===== src/rtl/sg_pkg.sv =====
`default_nettype none
// ============================================================================
// Module   : sg_pkg
// Brief    : Shared types and constants for the signal-generator sequencer:
//            FSM state encoding, host programming field codes and the
//            generator register-port widths.
// Revision : 1.0 - initial release
// ============================================================================
package sg_pkg;

  // Generator register port geometry; a table reg word is {addr, data}.
  localparam int SG_ADDR_W = 3;
  localparam int SG_DATA_W = 5;
  localparam int SG_REG_W  = SG_ADDR_W + SG_DATA_W;

  // Host programming field selector codes.
  localparam logic [1:0] FLD_REG = 2'd0;
  localparam logic [1:0] FLD_DUR = 2'd1;
  localparam logic [1:0] FLD_LEN = 2'd2;
  localparam logic [1:0] FLD_RSV = 2'd3;

  // Playback FSM states.
  typedef enum logic [2:0] {
    S_IDLE   = 3'd0,
    S_SETUP  = 3'd1,
    S_STROBE = 3'd2,
    S_HOLD   = 3'd3,
    S_WAIT   = 3'd4
  } sg_state_t;

endpackage : sg_pkg
`default_nettype wire


===== src/rtl/sg_seq_table.sv =====
`default_nettype none
// ============================================================================
// Module   : sg_seq_table
// Brief    : Sequencer program storage: DEPTH entries of {reg word, dwell}
//            plus the sequence length register, with one asynchronous read
//            port. Length writes are clamped to DEPTH.
// Revision : 1.0 - initial release
// ============================================================================
module sg_seq_table
  import sg_pkg::*;
#(
  parameter int DEPTH = 8,
  parameter int DUR_W = 8,
  parameter int IW    = $clog2(DEPTH)
) (
  input  logic                clk,
  input  logic                rst,
  input  logic                we_i,
  input  logic [1:0]          field_i,
  input  logic [IW-1:0]       idx_i,
  input  logic [7:0]          data_i,
  input  logic [IW-1:0]       rd_idx_i,
  output logic [SG_REG_W-1:0] rd_reg_o,
  output logic [DUR_W-1:0]    rd_dur_o,
  output logic [IW:0]         seq_len_o
);

  localparam int LW = IW + 1;

  logic [SG_REG_W-1:0] reg_q [DEPTH];
  logic [DUR_W-1:0]    dur_q [DEPTH];
  logic [LW-1:0]       seq_len_q;

  logic [DUR_W-1:0]    w_dur_wr;
  logic [LW-1:0]       w_len_wr;

  // Fit the 8-bit host value to the dwell counter width.
  if (DUR_W > 8) begin : g_dur_wide
    assign w_dur_wr = {{(DUR_W-8){1'b0}}, data_i};
  end else if (DUR_W == 8) begin : g_dur_exact
    assign w_dur_wr = data_i;
  end else begin : g_dur_narrow
    assign w_dur_wr = data_i[DUR_W-1:0];
  end

  // A length beyond the table size would never reach its last entry.
  assign w_len_wr = (int'(data_i) > DEPTH) ? LW'(DEPTH) : LW'(data_i);

  // Entry storage and length register; the reserved field code falls through.
  always_ff @(posedge clk) begin
    if (rst) begin
      for (int i = 0; i < DEPTH; i++) begin
        reg_q[i] <= '0;
        dur_q[i] <= '0;
      end
      seq_len_q <= '0;
    end else if (we_i) begin
      case (field_i)
        FLD_REG: reg_q[idx_i] <= data_i;
        FLD_DUR: dur_q[idx_i] <= w_dur_wr;
        FLD_LEN: seq_len_q    <= w_len_wr;
        default: ;
      endcase
    end
  end

  assign rd_reg_o  = reg_q[rd_idx_i];
  assign rd_dur_o  = dur_q[rd_idx_i];
  assign seq_len_o = seq_len_q;

endmodule : sg_seq_table
`default_nettype wire


===== src/rtl/sg_sequencer.sv =====
`default_nettype none
// ============================================================================
// Module   : sg_sequencer
// Brief    : Autonomous register-write sequencer. Plays a host-programmed
//            table of generator writes, each followed by a tick-counted
//            dwell, into the generator write port with setup/strobe/hold
//            framing. Supports looping and clean abort.
// Revision : 1.0 - initial release
// ============================================================================
module sg_sequencer
  import sg_pkg::*;
#(
  parameter  int DEPTH      = 8,
  parameter  int DUR_W      = 8,
  parameter  int STROBE_CYC = 2,
  localparam int IW         = $clog2(DEPTH)
) (
  input  logic                 clk,
  input  logic                 rst,
  input  logic                 tick,
  input  logic                 prog_we,
  input  logic [1:0]           prog_field,
  input  logic [IW-1:0]        prog_idx,
  input  logic [7:0]           prog_data,
  input  logic                 start,
  input  logic                 stop,
  input  logic                 loop_en,
  output logic                 sg_strobe,
  output logic [SG_ADDR_W-1:0] sg_addr,
  output logic [SG_DATA_W-1:0] sg_data,
  output logic                 busy,
  output logic [IW-1:0]        step_idx,
  output logic                 done,
  output logic                 prog_err
);

  localparam int LW  = IW + 1;
  localparam int SCW = (STROBE_CYC > 1) ? $clog2(STROBE_CYC) : 1;

  // State and registered outputs
  sg_state_t            state_q,     state_d;
  logic [IW-1:0]        step_idx_q,  step_idx_d;
  logic [SG_ADDR_W-1:0] addr_q,      addr_d;
  logic [SG_DATA_W-1:0] data_q,      data_d;
  logic [DUR_W-1:0]     dur_cur_q,   dur_cur_d;
  logic [DUR_W-1:0]     dwell_q,     dwell_d;
  logic [SCW-1:0]       strb_cnt_q,  strb_cnt_d;
  logic                 stop_pend_q, stop_pend_d;
  logic                 strobe_q,    strobe_d;
  logic                 busy_q,      busy_d;
  logic                 done_q,      done_d;
  logic                 prog_err_q,  prog_err_d;

  // Table interface and control helpers
  logic                 w_tbl_we;
  logic [IW-1:0]        w_rd_idx;
  logic [SG_REG_W-1:0]  w_rd_reg;
  logic [DUR_W-1:0]     w_rd_dur;
  logic [LW-1:0]        w_seq_len;
  logic                 w_last;
  logic [IW-1:0]        w_nxt_idx;
  logic                 w_load;
  logic                 w_advance;

  // The table is only writable while idle so a playing entry never changes.
  assign w_tbl_we = prog_we && (state_q == S_IDLE);

  sg_seq_table #(
    .DEPTH (DEPTH),
    .DUR_W (DUR_W),
    .IW    (IW)
  ) u_table (
    .clk       (clk),
    .rst       (rst),
    .we_i      (w_tbl_we),
    .field_i   (prog_field),
    .idx_i     (prog_idx),
    .data_i    (prog_data),
    .rd_idx_i  (w_rd_idx),
    .rd_reg_o  (w_rd_reg),
    .rd_dur_o  (w_rd_dur),
    .seq_len_o (w_seq_len)
  );

  // The next entry index depends only on registered state, so the read port
  // can present the entry to be loaded without a combinational loop.
  assign w_last    = ({1'b0, step_idx_q} == (w_seq_len - LW'(1)));
  assign w_nxt_idx = w_last ? '0 : step_idx_q + IW'(1);
  assign w_rd_idx  = (state_q == S_IDLE) ? '0 : w_nxt_idx;

  // Next-state, dwell/strobe counting and output-register next values.
  always_comb begin
    state_d     = state_q;
    step_idx_d  = step_idx_q;
    addr_d      = addr_q;
    data_d      = data_q;
    dur_cur_d   = dur_cur_q;
    dwell_d     = dwell_q;
    strb_cnt_d  = strb_cnt_q;
    stop_pend_d = stop_pend_q;
    done_d      = 1'b0;
    w_load      = 1'b0;
    w_advance   = 1'b0;

    case (state_q)
      S_IDLE: begin
        stop_pend_d = 1'b0;
        if (start && !stop && (w_seq_len != '0)) begin
          state_d    = S_SETUP;
          step_idx_d = '0;
          w_load     = 1'b1;
        end
      end
      S_SETUP: begin
        if (stop) begin
          state_d = S_IDLE;
        end else begin
          state_d    = S_STROBE;
          strb_cnt_d = '0;
        end
      end
      S_STROBE: begin
        // A stop here must not truncate the generator write.
        if (stop) begin
          stop_pend_d = 1'b1;
        end
        if (strb_cnt_q == SCW'(STROBE_CYC - 1)) begin
          state_d = S_HOLD;
        end else begin
          strb_cnt_d = strb_cnt_q + SCW'(1);
        end
      end
      S_HOLD: begin
        if (stop || stop_pend_q) begin
          state_d = S_IDLE;
        end else if (dur_cur_q == '0) begin
          w_advance = 1'b1;
        end else begin
          state_d = S_WAIT;
          dwell_d = '0;
        end
      end
      S_WAIT: begin
        if (stop) begin
          state_d = S_IDLE;
        end else if (dwell_q == dur_cur_q) begin
          w_advance = 1'b1;
        end else if (tick) begin
          dwell_d = dwell_q + DUR_W'(1);
        end
      end
      default: begin
        state_d = S_IDLE;
      end
    endcase

    if (w_advance) begin
      if (w_last && !loop_en) begin
        state_d = S_IDLE;
        done_d  = 1'b1;
      end else begin
        state_d    = S_SETUP;
        step_idx_d = w_nxt_idx;
        w_load     = 1'b1;
      end
    end

    // Entering SETUP: latch the entry so addr/data are valid in SETUP itself.
    if (w_load) begin
      addr_d    = w_rd_reg[SG_REG_W-1:SG_DATA_W];
      data_d    = w_rd_reg[SG_DATA_W-1:0];
      dur_cur_d = w_rd_dur;
    end
  end

  // Registered outputs track the state being entered.
  assign strobe_d   = (state_d == S_STROBE);
  assign busy_d     = (state_d != S_IDLE);
  assign prog_err_d = prog_we && (state_q != S_IDLE) && (prog_field != FLD_RSV);

  // State, counters and output registers.
  always_ff @(posedge clk) begin
    if (rst) begin
      state_q     <= S_IDLE;
      step_idx_q  <= '0;
      addr_q      <= '0;
      data_q      <= '0;
      dur_cur_q   <= '0;
      dwell_q     <= '0;
      strb_cnt_q  <= '0;
      stop_pend_q <= 1'b0;
      strobe_q    <= 1'b0;
      busy_q      <= 1'b0;
      done_q      <= 1'b0;
      prog_err_q  <= 1'b0;
    end else begin
      state_q     <= state_d;
      step_idx_q  <= step_idx_d;
      addr_q      <= addr_d;
      data_q      <= data_d;
      dur_cur_q   <= dur_cur_d;
      dwell_q     <= dwell_d;
      strb_cnt_q  <= strb_cnt_d;
      stop_pend_q <= stop_pend_d;
      strobe_q    <= strobe_d;
      busy_q      <= busy_d;
      done_q      <= done_d;
      prog_err_q  <= prog_err_d;
    end
  end

  assign sg_strobe = strobe_q;
  assign sg_addr   = addr_q;
  assign sg_data   = data_q;
  assign busy      = busy_q;
  assign step_idx  = step_idx_q;
  assign done      = done_q;
  assign prog_err  = prog_err_q;

endmodule : sg_sequencer
`default_nettype wire


===== config.mk =====
export PLATFORM = sky130hd
export DESIGN_NAME = sg_sequencer
export DESIGN_NICKNAME = d
export VERILOG_FILES = /design/src/rtl/sg_pkg.sv /design/src/rtl/sg_seq_table.sv /design/src/rtl/sg_sequencer.sv
export SDC_FILE = /design/constraint.sdc
export NUM_CORES = 1
export LEC_CHECK = 0
export ABC_AREA = 1
export BUFFER_PORTS_ARGS = -buffer_cell sky130_fd_sc_hd__buf_2
export CORE_MARGIN = 10
export CORE_UTILIZATION = 25
export DETAILED_ROUTE_END_ITERATION = 16
export SETUP_SLACK_MARGIN = 0.15
export SYNTH_ARGS = -nofsm -noshare
export SYNTH_HDL_FRONTEND = slang
export SYNTH_SLANG_ARGS = --single-unit

===== constraint.sdc =====
create_clock -name clk -period 2.4 [get_ports clk]
set_input_delay 0.48 -clock clk [delete_from_list [all_inputs] [get_ports clk]]
set_output_delay 0.48 -clock clk [all_outputs]
set_load 0.05 [all_outputs]

---- Yosys cells after proc, flatten, opt, wreduce, memory -nomap -nowiden ----
Memories as Yosys holds them, arrays and structs flattened. A register that Yosys moved wholly into a read port is not among the register bits.
Index checks and enable logic that the tools add are counted.
storage, ports and cells
  register bits after elaboration ......... 24
  RAM bits ................................ 128
  input bits .............................. 20
  output and inout bits ................... 15
  memories kept ........................... 2
operators by class
  $add $sub $neg .......................... 4
  magnitude comparators ................... 1
  eq/ne operators ......................... 17
  muxes and demuxes ....................... 53
  bitwise logic cells ..................... 1
  reductions and logical operators ........ 25
memories
  memory         words  bits a word  read ports  clocked after memory_dff  wr ports  RTL line            RTL
  u_table.dur_q  8      8            1           1                         8         sg_seq_table.sv:31  logic [DUR_W-1:0] dur_q [DEPTH];
  u_table.reg_q  8      8            1           1                         8         sg_seq_table.sv:30  logic [SG_REG_W-1:0] reg_q [DEPTH];
operators by type and width
  kind                 count
  $mux 8               7
  $mux 3               14
  $mux 1               25
  $ne 2x2->1 const B   8
  $pmux 8 s2           1
  $reduce_or 8->1      2
  $pmux 3 s5           1
  $eq 3x2->1 const B   3
  $add 8x1->8 const B  1
  $eq 8x8->1           1
  $gt 8x4->1 const B   1
  $logic_not 8->1      1
  $logic_and 1x1->1    6
  $pmux 1 s2           3
  $reduce_and 2->1     3
  $reduce_and 6->1     1
  $reduce_bool 2->1    3
  $reduce_bool 3->1    2
  $eq 3x4->1           1
  $mux 4               1
  $reduce_bool 4->1    1
  $sub 4x1->4 const B  1
  $add 3x1->3 const B  1
  $eq 3x1->1 const B   1
  11 further kinds     12

---- Logic depth before layout (Yosys ltp) ----
Gate-level depths: netlist of run 1.
  depth after elaboration ................. 7
  mapped depth ............................ 15
  gate-level depth less buffers ........... 14

---- By module ----
Synthesis of run 1 repeated with hierarchy kept, for this count alone.
unflattened totals
  cell total of the unflattened synthesis .. 953
  area total of the unflattened synthesis .. 8236.6 µm²
modules (own cells, without submodules)
  module        times used  cells an instance  area an instance (µm²)
  sg_seq_table  1           643                6154.7
  sg_sequencer  1           310                2082.0

---- Least setup slack after synthesis of run 1 ----
OpenSTA, ideal clock, no wires.
  kind .................................... reg-to-reg
  start point ............................. register step_idx_q[0] (netlist: step_idx[0])
  end point ............................... register data_q[0] (netlist: sg_data[0]), read port of u_table.reg_q
  setup time .............................. 0.120 ns
  arrival ................................. 1.962 ns
  data required time ...................... 2.280 ns
  setup slack ............................. 0.318 ns
  cell stages (with the launch flop) ...... 14
  path buffers ............................ 2
  period minus slack after synthesis ...... 2.082 ns
  cell sequence ........................... dfxtp_1 inv_1 nand2_1 nand2_1 nand2_1 nor2_1 nand2_2 buf_2 buf_1 nand4_1 nand3_1 nand3_1 nand2_1 a21oi_1
on the way
  longest elaborated chain between the ends .. 4
RTL lines
  what                                                                 RTL line             RTL
  start, declared                                                      sg_sequencer.sv:42   logic [IW-1:0] step_idx_q, step_idx_d;
  start signal, assigned                                               sg_sequencer.sv:198  step_idx_q <= step_idx_d;
  parallel branches: the longest is 4 deep, another holds $add 3x1->3  --
  end, declared                                                        sg_sequencer.sv:44   logic [SG_DATA_W-1:0] data_q, data_d;
Parallel ways; which one is timed is not known.
A chain may end at the register's enable or synchronous reset.

---- Worst setup path after layout of run 1 ----
  start point ............................. register u_table.seq_len_q[0] (netlist: u_table.seq_len_o[0])
  end point ............................... register data_q[0] (netlist: sg_data[0]), read port of u_table.reg_q
on the way
  longest elaborated chain between the ends .. 6
RTL lines
  what                                                                 RTL line            RTL
  start, declared                                                      sg_seq_table.sv:32  logic [LW-1:0] seq_len_q;
  start signal, assigned                                               sg_seq_table.sv:61  FLD_LEN: seq_len_q <= w_len_wr;
  parallel branches: the longest is 6 deep, another holds $sub 4x1->4  --
Parallel ways; which one is timed is not known.

==> results of run 1 <==
## tightest hold or removal path, delay by kind of cell
kind	cells	cell delay, ns
simple gates	2	0.14
buf+inv	1	0.07
## path summary, 6_finish.rpt
path                                           from  slack, ns                      end
hold reg to reg             strb_cnt_q$_SDFFE_PP0P_       0.46  strb_cnt_q$_SDFFE_PP0P_
setup / recovery  u_table.seq_len_o[0]$_SDFFE_PP0P_       0.26  sg_data[0]$_SDFFE_PP0P_
setup reg to reg  u_table.seq_len_o[0]$_SDFFE_PP0P_       0.26  sg_data[0]$_SDFFE_PP0P_
hold / removal                              loop_en       0.31          done$_SDFF_PP0_
## metrics by stage
stage | total power, mW | util, %
floorplan | 3.684 | -
global placement | 3.919 | 28.40
detailed placement | 3.921 | 28.40
CTS | 6.641 | 30.19
global route | 6.914 | 31.23
finish | 6.673 | 31.23
## sequential cells by signal, indices dropped and copies added (netlist names), 3 cells and up
name               flops
dwell_q                8
u_table.seq_len_o      4
state_q                3
u_table.reg_q         64
sg_addr                3
sg_data                5
u_table.dur_q         64
dur_cur_q              8
step_idx               3
## Yosys cell counts, types with 6 or more instances
library cell  instances
buf_1                 6
nand4_1              68
clkbuf_1             36
inv_1               173
nand2_1             145
o21ai_0              22
edfxtp_1            128
nor3_1               13
dfxtp_1              40
a21oi_1              31
xnor2_1               6
nand3_1             110
nand2_2              18
buf_2                10
nor2_1              153
## cell type report
| class | instances | share of cell area, % |
|---|---|---|
| Tap cell | 442 | 5.402 |
| Clock buffer | 19 | 4.229 |
| Inverter | 177 | 6.490 |
| Clock inverter | 13 | 1.503 |
| Timing Repair Buffer | 92 | 8.421 |
| Sequential cell | 168 | 45.38 |
| Multi-Input combinational cell | 592 | 28.58 |
## logic make-up after synthesis
group	Yosys count	share of synthesized area (%)
AND/OR/NAND/NOR	519	28.61
AO/OA/AOI/OAI	60	3.777
buffers and inverters	229	10.45
adder cells (fa/ha/maj)	4	0.5995
XOR/XNOR	9	0.9442
flip-flops	168	55.63
## report_power, final
part	switching (mW)	internal (mW)	leakage (nW)	total [mW]
combinational	0.436	0.207	2.49	0.643
sequential	0.0454	3.22	1.65	3.27
clock	1.13	1.63	0.284	2.76
total	1.61	5.06	4.42	6.67
## routing by layer
layer	share of wire [%]	up-vias	track usage, %
li1	-	3371	-
met1	44	3319	14.07
met2	46	302	17.83
met3	7.3	50	2.802
met4	2.8	0	4.556
met5	0	-	0
## timing repair
action | CTS | global route
endpoints found under the setup margin | 0 | 76
gates resized for setup | 0 | 36
buffers inserted | 0 | 4
==> results.md, run 1 <==
* Maximum buffer depth of the clock tree at 2
* FF-to-FF path depth at 17
* Main synth FF type: edfxtp_1
* Critical path's largest stage delay at 0.34 ns
* PnR worst setup slack at 0.2620 ns
* Delay-heaviest family, CP: simple AND/OR/NAND/NOR gates
* Share of the synthesized area in the top cell type at 46.04%
* Commonest non-fill, non-tap cell in the layout: inv_1
* Die W at 202.8 um
* RSZ-0062 raised after global routing: yes
* Commonest non-fill, non-tap cells in the layout: inv_1, nor2_1, nand2_1, edfxtp_1, nand3_1
* Total track usage at 11.14%
* Max cap viols at 0
* Status: complete, no violations
* FMAX at 0.4677 GHz
* Clock slew at reported path FFs at 0.06 ns
* Worst-path cell chain: inv_2 -> ha_4 -> nand2_1 -> inv_1 -> nor2_1 -> nand2_1 -> nor2_2 -> nand2_2 -> buf_8 -> nand3_4 -> buf_6 -> buf_6 -> nand2_1 -> nand3_1 -> nand3_1 -> nand2_1 -> a21oi_2
* Multi-input logic area at 0.002925 sq mm
* Seq/Total Area, Yosys at 55.63%
* WL/cell at 15.77 um
* Clock tree from TritonCTS: built
* Lkg Pwr at 4.423 nW
* Crit-path slowest cell: dfxtp_1
* Vias in the first global route at 6,539
* Synth async-reset ratio at 0%
* Most numerous cell on the critical path: nand2_1
* Initial antenna violation count at 0
* Slew Limit Headroom at 67.04%
* Placed cell count at 1,460
* Min-delay worst type: input port to flip-flop
* Top post-synthesis cells by area: edfxtp_1, dfxtp_1, inv_1
* Crit path buf inv count at 5
* Worst skew pair latency at 0.43 ns
* HPWL after detailed placement at 15,810 um
* First-pass GRT wire length at 36,250 um
* Final Non-Filler Cells at 1,503
* Hold Path Depth at 3
* Via count at 7,042
* Rows at 66
* Die Ht at 202.8 um
* Vias per cell at 4.685
* Post-Place Setup Slack at 0.2123 ns
* Crit path DAT at 2.51 ns
* # port buffers at 34
* Post-synthesis instance total at 989
* Gr ovfl total at 0
* Sink Count at 168
* Setup TNS at 0 ns
* DIE AREA at 0.04111 sq mm
* Synth warnings at 0
* Final Hold Viols at 0
* TritonCTS buffer count at 17
* Post-synth EDFFs at 128
* Final setup fails at 0
* # diodes at 0
* Sequential Area at 0.004646 sq mm
* Synth area leader: edfxtp_1
* Yosys reg bits at 168
* Post-route DRC at 0
* Layout Nets at 1,072
* Routed WL at 23,700 um
* Starting Density at 25.47%
* Peak supply drop at 0.0005181 V
* I/O pins at 35
* Period minus WS final at 2.138 ns
* Crit Path Class: flip-flop to flip-flop
* Avg Inst Size Synth at 8.442 sq um
* Critical path capture point type: flip-flop
* RePlAce Congestion at 0.8478
* Net count after synthesis at 1,013
* Core area at 0.03278 sq mm
* Filler cells at 3,437
* Worst slew pin tran at 0.4907 ns
* Final period util at 89.08%
* Synth cell types at 28
* Worst path depth at 17
* Final instance area at 0.01024 sq mm
* Root Driver: clkbuf_16
* Largest net degree at the start of global routing at 42
* DR iter-0 viols at 739
* Area grow syn2layout at 22.61%
* Clk_skew at 0.008227 ns
* Hold Worst Slack at 0.3097 ns
* Layout cell share with drive strength beyond 1 at 15.83%
* Placed inst area at 0.009310 sq mm
* 1st-pass router iterations at 5
* CTS Hold Buffers Added at 0
* Antenna viol nets, final at 0
* CP Max Fanout at 8
* Synthesized area at 0.008349 sq mm
* H-tree levels at 4
* Setup crit start kind: flip-flop
* Final Slew Violations at 0
* Critical Path RT at 2.77 ns
* Pwr dens at 651.9 mW/mm^2
(Power assumes the default switching activity.)
==> run 2: changes to the inputs <==
--- a/config.mk
+++ b/config.mk
@@ -5,7 +5,6 @@
 export SDC_FILE = /design/constraint.sdc
 export NUM_CORES = 1
 export LEC_CHECK = 0
-export ABC_AREA = 1
 export BUFFER_PORTS_ARGS = -buffer_cell sky130_fd_sc_hd__buf_2
 export CORE_MARGIN = 10
 export CORE_UTILIZATION = 25
==> run 2 against run 1 <==
Effect of this change: routed wire length fell by 4.3%; combinational power fell by 52%; highest routed layer is now met5; critical path type unchanged; sequential power barely moved; fmax fell by 1.0%.
==> results.md, run 2 <==
* Cell with the most instances after synthesis: and2_1
* Simple-Gate Fraction of Synth Area at 20.28% (-8.3 points)
* H-tree levels at 4 (unchanged)
* Share of the synthesized area in the top cell type at 47.30% (+1.3 points)
* Crit path DAT at 2.52 ns (about the same)
* Placed inst area at 0.009234 sq mm (-0.82%)
* Total track usage at 11.19% (+0.051 points)
* Commonest non-fill, non-tap cells in the layout: and2_1, edfxtp_1, buf_4, nor2_1, buf_2
* Synth warnings at 0 (unchanged)
* Reg2Reg Capture Point: dur_cur_q[6]$_SDFFE_PP0P_
* Yosys reg bits at 168 (unchanged)
* Post-synth top cells: and2_1, edfxtp_1, nor2_1, dfxtp_1, o21ai_0
* Pwr dens at 621.7 mW/mm^2 (-4.6%)
* Final Hold Viols at 0 (unchanged)
* Largest net degree at the start of global routing at 40 (-4.8%)
* Sequential Area at 0.004656 sq mm (+0.22%)
* Critical path capture point type: flip-flop
* Critical path's largest stage delay at 0.44 ns (+0.10 ns)
* Pint at 4.757 mW (-6.0%)
* Seq/Total Area, Yosys at 57.15% (+1.5 points)
* Min-delay worst type: input port to flip-flop
* Top post-synthesis cells by area: edfxtp_1, and2_1, dfxtp_1
* DIE AREA at 0.04012 sq mm (-2.4%)
* Metal3 WL at 1228 um (-29%)
* Min-Delay Endpoint: done$_SDFF_PP0_
* Synth area leader: edfxtp_1
* Crit. Startpoint: u_table.seq_len_o[2]$_SDFFE_PP0P_
* Period minus WS final at 2.160 ns (+0.02181 ns)
* Post-route DRC at 0 (unchanged)
* Initial antenna violation count at 3 (+3)
* Critical Path RT at 2.76 ns (about the same)
* Sink Count at 168 (unchanged)
* Final period util at 89.99% (+0.91 points)
* Commonest non-fill, non-tap cell in the layout: and2_1
* Clock slew at reported path FFs at 0.06 ns (about the same)
* Crit path buf inv count at 2 (-3)
* Clk_skew at 0.01135 ns (+0.003121 ns)
* Largest family of logic cells by synthesized area: simple AND/OR/NAND/NOR gates
* Routed WL at 22,680 um (-4.3%)
* Antenna viol nets, final at 0 (unchanged)
* Synthesized area at 0.008127 sq mm (-2.7%)
* RePlAce Congestion at 0.7890 (-6.9%)
* Sequential share of power at 52.0% (+3.0 points)
* FF-to-FF path depth at 8 (-9)
* M1 wire length at 10,350 um (about the same)
* Mux contribution to synthesized area at 0.2617% (+0.26 points)
* Post-Synth XOR/XNOR Area at 2.002% (+1.1 points)
* Worst hold start: loop_en
* Peak supply drop at 0.0004954 V (-4.4%)
* Starting Density at 25.56% (+0.088 points)
* Area grow syn2layout at 23.19%
* Detail Route met2 WL at 10,650 um (-2.7%)
* Vias per cell at 4.763 (+1.6%)
* Setup crit start kind: flip-flop
* Max cap viols at 0 (unchanged)
* Post-Synth Adder-Cell Area at 0.6159% (+0.016 points)
* Net count after synthesis at 749 (-26%)
* Reg2Reg Launch Point: u_table.seq_len_o[2]$_SDFFE_PP0P_
* Multi-input logic area at 0.003457 sq mm (+18%)
* I/O pins at 35 (unchanged)
* Main synth FF type: edfxtp_1
* Clk pwr share at 43.0% (+1.6 points)
* Power share of the combinational group at 5.0% (-4.6 points)
* CTS Hold Buffers Added at 0 (unchanged)
* PnR worst setup slack at 0.2402 ns (-0.02181 ns)
* Vias in the first global route at 5,966 (-8.8%)
* Via count at 5,977 (-15%)
* Maximum buffer depth of the clock tree at 2 (unchanged)
* Worst skew pair latency at 0.44 ns (about the same)
* Clock tree from TritonCTS: built
* Die Ht at 200.3 um (-1.2%)
* CP Max Fanout at 32 (+24)
* Avg Inst Size Synth at 11.21 sq um (+33%)
* Core area at 0.03180 sq mm (-3.0%)
* Layout cell share with drive strength beyond 1 at 25.43% (+9.6 points)
* Root Driver: clkbuf_16
* Sw Ratio at 23.57% (-0.61 points)
* Layout Nets at 829 (-23%)
* Post-Place Setup Slack at 0.03436 ns (-0.1779 ns)
* Synth cell types at 57 (+100%)
* R2R Setup Slk at 0.24 ns (-0.02 ns)
* Synth async-reset ratio at 0% (unchanged)
* Final setup fails at 0 (unchanged)
* Sw power at 1.467 mW (-9.1%)
* Worst slew pin tran at 0.6028 ns (+0.1122 ns)
* Rows at 65 (-1.5%)
* Top layer reached by signal wires: met5
* Hold Path Depth at 2 (-1)
* # port buffers at 34 (unchanged)
* DR iter-0 viols at 500 (-32%)
* TritonCTS buffer count at 17 (unchanged)
* Post-synth EDFFs at 128 (unchanged)
* Status: complete, no violations
* Hold Worst Slack at 0.2559 ns (-0.05375 ns)
* 1st-pass router iterations at 5 (unchanged)
* WL/cell at 18.07 um (+15%)
* Lkg Pwr at 3.563 nW (-19%)
* Slew Limit Headroom at 59.39% (-7.7 points)
* Final instance area at 0.01001 sq mm (-2.2%)
* Die W at 200.3 um (-1.2%)
* Largest registers: u_table.dur_q (64), u_table.reg_q (64)
* RSZ-0062 raised after global routing: yes
* HPWL after detailed placement at 15,570 um (-1.5%)
* Compound-gate portion of the synthesized area at 17.32% (+14 points)
* Gr ovfl total at 0 (unchanged)
* Filler cells at 3,194 (-7.1%)
* FMAX at 0.4630 GHz (-1.0%)
* First-pass GRT wire length at 35,180 um (-2.9%)
* Worst-path cell chain: xnor3_1 -> a22o_4 -> and2_1 -> buf_12 -> o21bai_1 -> o311ai_2 -> buf_4 -> o211ai_2
* Final Slew Violations at 0 (unchanged)
* Post-synthesis instance total at 725 (-27%)
* Crit-path slowest cell: xnor3_1
* Delay-heaviest family, CP: compound AO/OA/AOI/OAI gates
* Crit Path Class: flip-flop to flip-flop
run 2: cell count changes in the layout (fill, tap and decap cells not counted), moves of 17 or more:
cell      previous run  this run
and2_1               0       133
buf_4               32        59
inv_1              168         4
nand2_1            139        29
nand2_2             23         0
nand3_1            103        26
nand4_1             68         3
nor2_1             152        41
nor2b_1              0        19
o211ai_1             0        23
o21a_1               0        17
run 2: worst register-to-register path, delay by kind of cell (launching register included):
family | cells | cell delay [ns]
compound gates | 4 | 0.75
xor+xnor | 1 | 0.44
buf+inv | 2 | 0.34
simple gates | 1 | 0.19
flops | 1 | 0.37
run 2: cells by family after synthesis:
family / Yosys count
adders and majority gates: 4
buffers and inverters: 47
and+or+nand+nor: 294
muxes: 2
xor gates and xnor gates: 17
DFF: 168
AOI/OAI and AO/OA: 193
run 2: cell type report:
cell class	count	area share [%]
inverter	6	0.2250
sequential	168	46.51
tap	435	5.437
multi-input combinational	510	34.53
antenna	2	0.04999
clock buffer	17	4.249
timing repair buffer	102	7.574
clock inverter	15	1.425
run 2: power by group through the flow:
stage	Sequential [mW]	Combinational (mW)	Clock, mW
global route	3.24	0.334	2.84
CTS	3.24	0.301	2.72
global placement	3.30	0.292	0
finish	3.24	0.310	2.67
floorplan	3.29	0.133	0
detailed placement	3.30	0.296	0
run 2: metrics by stage:
step                total power, mW  instances  TNS (ns)  util (%)
floorplan                     3.428        725    -2.141         -
global placement              3.590       1219         0     29.04
detailed placement            3.596       1219         0     29.04
CTS                           6.258       1252         0     30.94
global route                  6.416       1253         0     31.47
finish                        6.224       1255         0     31.48
run 2: repair_timing:
action | 4_1_cts | 5_1_grt
setup endpoints to repair | 60 | 165
pin swaps | 0 | 5
resized for setup | 13 | 44
setup buffers | 1 | 1
cloned | 0 | 0
run 2: how the worst max path moves through the flow:
stage	depth (start not counted)	to
2_1_floorplan	5	u_table.reg_q[2][0]$_SDFFCE_PN0P_
3_3_place_gp	7	u_table.dur_q[6][2]$_SDFFCE_PN0P_
3_5_place_dp	10	dur_cur_q[2]$_SDFFE_PP0P_
4_1_cts	10	dur_cur_q[0]$_SDFFE_PP0P_
5_1_grt	7	sg_data[1]$_SDFFE_PP0P_
6_report	8	dur_cur_q[6]$_SDFFE_PP0P_
run 2: routing by layer:
layer  GRT usage (%)  up-vias
met5               0        -
met4           3.679        2
met3           2.660       34
met2           17.80      165
met1           14.64     2943
li1                -     2833
